[src/rtl/calc_pkg.sv]
// Shared encodings for the 4-bit calculator datapath blocks.
package calc_pkg;

    // Sequencer states of the bit-serial arithmetic core.
    typedef enum logic [1:0] {
        ST_IDLE  = 2'd0,
        ST_SHIFT = 2'd1,
        ST_DONE  = 2'd2
    } state_t;

    // Operation select as driven by the keypad stage.
    localparam logic OP_ADD = 1'b0;
    localparam logic OP_SUB = 1'b1;

endpackage

[src/rtl/full_adder_1bit.sv]
// Single-bit full adder; the only arithmetic element of the serial core.
module full_adder_1bit (
    input  logic a,
    input  logic b,
    input  logic cin,
    output logic sum,
    output logic cout
);

    // Plain combinational sum and carry.
    always_comb begin
        sum  = a ^ b ^ cin;
        cout = (a & b) | (cin & (a ^ b));
    end

endmodule

[src/rtl/serial_addsub_4bit.sv]
// Bit-serial add/subtract core: one full adder walked LSB-first over WIDTH
// cycles, carry kept in a flop. Results are registered and only change on
// the transition into DONE, which is flagged by a one-cycle done pulse.
module serial_addsub_4bit
    import calc_pkg::*;
#(
    parameter int WIDTH = 4   // operand/result width, must be >= 2
) (
    input  logic             clk,
    input  logic             rst_n,
    input  logic             start,
    input  logic             op_sub,
    input  logic [WIDTH-1:0] A,
    input  logic [WIDTH-1:0] B,
    output logic             busy,
    output logic             done,
    output logic [WIDTH-1:0] Result,
    output logic             Cout,
    output logic             Overflow
);

    localparam int CNT_W = $clog2(WIDTH);
    // Bit index of the MSB and the one just below it.
    localparam logic [CNT_W-1:0] CNT_LAST = CNT_W'(WIDTH - 1);
    localparam logic [CNT_W-1:0] CNT_PEN  = CNT_W'(WIDTH - 2);

    state_t           state;
    logic [WIDTH-1:0] op_a;
    logic [WIDTH-1:0] op_b;
    logic [WIDTH-1:0] sum_sr;     // sum bits fill in from the MSB side
    logic             carry;      // carry between bit slices
    logic             carry_msb;  // carry into the MSB, for signed overflow
    logic [CNT_W-1:0] cnt;

    logic fa_sum;
    logic fa_cout;

    full_adder_1bit u_fa (
        .a    (op_a[0]),
        .b    (op_b[0]),
        .cin  (carry),
        .sum  (fa_sum),
        .cout (fa_cout)
    );

    // Sequencer plus datapath registers; outputs are all registered here.
    always_ff @(posedge clk or negedge rst_n) begin
        if (!rst_n) begin
            state     <= ST_IDLE;
            op_a      <= '0;
            op_b      <= '0;
            sum_sr    <= '0;
            carry     <= 1'b0;
            carry_msb <= 1'b0;
            cnt       <= '0;
            busy      <= 1'b0;
            done      <= 1'b0;
            Result    <= '0;
            Cout      <= 1'b0;
            Overflow  <= 1'b0;
        end else begin
            done <= 1'b0;
            case (state)
                ST_IDLE: begin
                    if (start) begin
                        // Subtract as A + ~B + 1: invert B, seed the carry.
                        op_a   <= A;
                        op_b   <= (op_sub == OP_SUB) ? ~B : B;
                        carry  <= op_sub;
                        cnt    <= '0;
                        sum_sr <= '0;
                        busy   <= 1'b1;
                        state  <= ST_SHIFT;
                    end
                end
                ST_SHIFT: begin
                    sum_sr <= {fa_sum, sum_sr[WIDTH-1:1]};
                    op_a   <= op_a >> 1;
                    op_b   <= op_b >> 1;
                    carry  <= fa_cout;
                    cnt    <= cnt + 1'b1;
                    if (cnt == CNT_PEN)
                        carry_msb <= fa_cout;
                    if (cnt == CNT_LAST) begin
                        Result   <= {fa_sum, sum_sr[WIDTH-1:1]};
                        Cout     <= fa_cout;
                        Overflow <= carry_msb ^ fa_cout;
                        busy     <= 1'b0;
                        done     <= 1'b1;
                        state    <= ST_DONE;
                    end
                end
                ST_DONE: begin
                    // start is deliberately not looked at here.
                    state <= ST_IDLE;
                end
                default: begin
                    busy  <= 1'b0;
                    state <= ST_IDLE;
                end
            endcase
        end
    end

endmodule
[config.mk]
export PLATFORM = sky130hd
export DESIGN_NAME = serial_addsub_4bit
export DESIGN_NICKNAME = d
export VERILOG_FILES = /design/src/rtl/calc_pkg.sv /design/src/rtl/full_adder_1bit.sv /design/src/rtl/serial_addsub_4bit.sv
export SDC_FILE = /design/constraint.sdc
export NUM_CORES = 1
export LEC_CHECK = 0
export BUFFER_PORTS_ARGS = -buffer_cell sky130_fd_sc_hd__buf_2
export CORE_AREA = 2 2 50 52
export CTS_BUF_LIST = sky130_fd_sc_hd__clkbuf_4 sky130_fd_sc_hd__clkbuf_8
export CTS_CLUSTER_DIAMETER = 100
export CTS_CLUSTER_SIZE = 8
export DETAILED_ROUTE_END_ITERATION = 10
export DIE_AREA = 0 0 52 54
export PLACE_DENSITY = 0.75
export SLEW_MARGIN = 20
export SYNTH_ARGS = -nofsm -noshare
export SYNTH_HDL_FRONTEND = slang
export SYNTH_SLANG_ARGS = --single-unit
[constraint.sdc]
create_clock -name clk -period 2 [get_ports clk]
set_clock_uncertainty 0.2 [all_clocks]
set_input_delay 0.5 -clock clk [delete_from_list [all_inputs] [get_ports clk]]
set_output_delay 0.5 -clock clk [all_outputs]
set_load 0.02 [all_outputs]
After elaboration in Yosys (flattened, before gate mapping). Index checks and enable logic that the tools add are counted.

Flip-flop bits (word level): 26. Input bits: 12.

Add/subtract/negate cells: 1. Equality and inequality tests: 6. Mux-type cells: 19. Bitwise gates (word level): 8. Reductions and logical operators: 7.

Operators with widths (count): 4-bit case mux with 2 select lines (3); 4-bit two-way mux (4); 2-bit case mux with 2 select lines (2); 2-bit AND reduction (4); 2-bit == test, second input constant (3); 2-bit two-way mux (3); 1-bit two-way mux (5); 2-bit inequality test, second input constant (2); 4-bit NOT (1); 1-bit case mux with 3 select lines (1); 3-bit AND reduction (1); 1-bit XOR (3); 2-bit by 1-bit adder with 2-bit output, second input constant (1); 1-bit AND (2); 2-bit by 1-bit == test with 1-bit output, second input constant (1); 2-bit zero test (1); 1-bit case mux with 2 select lines (1); 2-bit nonzero test (1); 1-bit NOT (1); 1-bit OR (1).

Longest topological paths before layout.
Word-level depth: 4. Depth in mapped cells: 5. Gate-level depth less buffers: 4.

Modules after synthesis. From an unflattened synthesis, not the netlist that was laid out.

Cell total of the unflattened synthesis: 102. Area total of the unflattened synthesis: 1142.3 um^2.

Modules (own cells, without submodules): serial_addsub_4bit (times used 1, cells each 101, area an instance 1122.3 um^2, sequential area each 625.6 um^2); full_adder_1bit (times used 1, cells each 1, area an instance 20.0 um^2, sequential area each 0.0 um^2).

Worst setup path after synthesis. Ideal clock, no wire load.

Path kind: register to register. Start point: register carry. End point: register carry_msb. Setup time: 0.125 ns. Arrival: 1.137 ns. Data required time: 1.675 ns. Setup slack: 0.538 ns. Stages on the path, launching flop included: 3. Buffers on the path: 0. Cell sequence: dfrtp_1 -> fa_1 -> mux2_4.

Word-level cells in the longest chain between the ends: 2.

Ends and longest elaborated chain: start: declaration (line serial_addsub_4bit.sv:31) `logic carry;`; start signal: assignment (line serial_addsub_4bit.sv:69) `carry <= op_sub;`; start signal: assignment (line serial_addsub_4bit.sv:80) `carry <= fa_cout;`; 1-bit AND (line full_adder_1bit.sv:13) `cout = (a & b) | (cin & (a ^ b));`; 1-bit OR (line full_adder_1bit.sv:13); named net fa_cout (line serial_addsub_4bit.sv:36) `logic fa_cout;`; end signal: assignment (line serial_addsub_4bit.sv:83) `carry_msb <= fa_cout;`; end: declaration (line serial_addsub_4bit.sv:32) `logic carry_msb;`.

The timed path passes the listed nets, and every way through them passes these cells. A chain may end at the register's enable or synchronous reset.

Worst setup path after layout.
Start point: register busy. End point: output busy.

RTL lines: start: declaration (line serial_addsub_4bit.sv:15) `output logic busy,`; start signal: assignment (line serial_addsub_4bit.sv:56) `busy <= 1'b0;`; start signal: assignment (line serial_addsub_4bit.sv:72) `busy <= 1'b1;`; start signal: assignment (line serial_addsub_4bit.sv:88) `busy <= 1'b0;`.

No word-level cell between the ends.

==> results.yml <==
synth:
  netlist_area_um2: 1170
  yosysUniqueCellTypes: 28
  async_reset_ff_frac: 1.00
  synth_edf_count: 0
  ys_warn_count: 0
  synthCells: 98
  synth-seq-area-share: 0.535
  synth-seq-cells: 25
  syn_nets: 113
  syn_area_per_cell_um2: 11.9
  ys.flop_type: "dfrtp_1"
clocking:
  cts-resized-gates: 0
  cts_root_buf: "clkbuf_4"
  postCtsSetupBuffers: 0
  clock_latency_ns: 0.31
  clock-sinks: 25
  max-clock-path-buffers: 2
  cts_hold_buf: 1
  cts_inserted_buffers: 3
  h-tree-depth: 1
  cts_tree: "yes"
  cts.clk_slew.worst_paths_ns: 0.14
route:
  first_pass_iters: 4
  drtIter0Drc: 9
  vias: 770
  ant_nets: 0
  vias_per_cell: 5.27
  wirelength_um: 1930
  drc: 0
  wl_per_cell_um: 13.2
critical_path:
  crit_start: "busy$_DFFE_PN0P_"
  path_max_fanout: 3
  end_kind: "output port"
  worstPathCellList: "buf_2"
  slowest_delay_ns: 0.42
  path_class: "reg2out"
  crit_family: "flip-flops"
  worstPathRequired_ns: 1.30
  slowest_stage: "dfrtp_1"
  r2r_slack_ns: 0.46
  worstSetupStartpointType: "register"
  path_buf_inv: 1
  critPathArrivalTime_ns: 0.89
  r2r_start: "state[0]$_DFFE_PN0P_"
final_layout:
  final_cell_mix: "25 x dfrtp_1, 19 x buf_2, 12 x o22ai_1, 8 x a21oi_1"
  final_cell_count_no_fill: 146
  antenna_cells: 0
  nets: 132
  final_layout_size_suffix_gt1_frac: 0.319
  layout_commonest_cell: "dfrtp_1"
  n_fill_cell: 214
  areaGrowthSynthToFinish_pct: 10.4
global_routing:
  grt_pass1_vias: 735
  grt_start_max_net_pins: 26
  grt_overflow: 0
  grt_pass1_wl_um: 3240
  grt_antenna_before_repair: 0
  grt_use_total: 0.159
timing:
  fin_crit_sh: 0.797
  setup_tns_ns: 0
  setup_viol: 0
  worst_pin_slew_ns: 0.546
  finalCriticalPeriod_ns: 1.59
  hold_viol: 0
  slew_headroom: 0.636
  rsz0062_at_grt: "false"
  setup_ws_ns: 0.406
  fmax_mhz: 627
  maxSlewViolCount: 0
flow_run:
  cap_violations: 0
floorplan:
  core_um2: 2320
  rows: 18
  boundaryPins: 20
  die_area_um2: 2810
  die_h_um: 54
  start_util: 0.504
  fp.dieW_um: 52
power_and_ir_drop:
  powerDensity_nw_per_um2: 1590
  ir_worst_vdd_mv: 0.896
  p_leak_nw: 0.621
outcome:
  status: "completed"
worst_hold_path:
  worst_hold_path_type: "in2reg"
  hp-start: "B[3]"
placed_design:
  port_buffers: 19
  dp_hpwl_um: 1420
  placed_cells: 141
  place.gp.congestion: 0.805
  place_ws_ns: 0.471
==> cells in the mapped netlist, drive strengths merged, types with 2 or more instances <==
cell type	count	share of area
buf	4	0.035
nor2	2	0.0064
nand2b	2	0.017
ha	2	0.021
a22o	3	0.026
o22ai	12	0.064
mux2	6	0.061
nand2	7	0.025
xor2	2	0.015
dfrtp	25	0.54
a21oi	8	0.034
nor2b	2	0.017
clkbuf	2	0.0086
xnor2	3	0.022
o21ai	6	0.026
inv	5	0.016
==> state kept, by name (all words and copies together) (netlist names) <==
signal	count
Cout	1
Overflow	1
Result	4
busy	1
carry	1
carry_msb	1
cnt	2
done	1
op_a	4
op_b	4
state	2
sum_sr	3
==> cell families after synthesis <==
| logic type | count (synthesis) | share of synthesized area |
|---|---|---|
| buffers and inverters | 11 | 0.0600 |
| multiplexers | 6 | 0.0610 |
| flip-flops | 25 | 0.535 |
| XOR/XNOR | 5 | 0.0375 |
| AND/OR/NAND/NOR | 16 | 0.0932 |
| AO/OA/AOI/OAI | 32 | 0.175 |
| adder cells (fa/ha/maj) | 3 | 0.0385 |
==> power by group <==
| part | total (mW) | internal, mW | leakage, nW | switching [mW] |
|---|---|---|---|---|
| sequential | 0.937 | 0.739 | 0.306 | 0.198 |
| clock | 0.225 | 0.0763 | 0.0139 | 0.148 |
| combinational | 0.895 | 0.433 | 0.301 | 0.462 |
==> cell type report <==
type | instances | area, µm² | area share
Clock inverter | 1 | 7.51 | 0.00582
Inverter | 5 | 18.8 | 0.0145
Clock buffer | 3 | 22.5 | 0.0175
Multi-Input combinational cell | 62 | 473 | 0.367
Tap cell | 30 | 37.5 | 0.0291
Timing Repair Buffer | 20 | 105 | 0.0815
Sequential cell | 25 | 626 | 0.485
==> metal layers <==
layer | wire length [µm] | track usage | vias up
li1 | - | - | 381
met1 | 928 | 0.220 | 363
met2 | 878 | 0.249 | 26
met3 | 122 | 0.0250 | 0
met4 | 0 | 0.0658 | 0
met5 | 0 | 0 | -
==> tightest hold or removal path: stages <==
cell,delay [ns]
buf_2,0.08
xnor2_1,0.10
o31ai_1,0.06
==> final timing paths <==
check / depth (start not counted) / endpoint
worst max-delay path: 1 / busy
max in group asynchronous: 2 / Overflow$_DFFE_PN0P_
min in group asynchronous: 2 / Result[0]$_DFFE_PN0P_
worst min-delay path: 3 / op_b[3]$_DFFE_PN0P_
worst min register to register: 2 / Overflow$_DFFE_PN0P_
worst max register to register: 3 / carry_msb$_DFFE_PN0P_
==> per-stage QoR <==
step / hold WS (ns) / util / power, mW / cell area [µm²]
after floorplan: 0.00441 / - / 1.65 / 1170
after global placement: 0.257 / 0.539 / 1.82 / 1250
after detailed placement: 0.277 / 0.539 / 1.85 / 1250
after CTS: 0.243 / 0.556 / 2.08 / 1290
after global routing: 0.247 / 0.556 / 2.22 / 1290
final: 0.259 / 0.556 / 2.06 / 1290
Note: power is estimated with default switching activity, not from simulation.
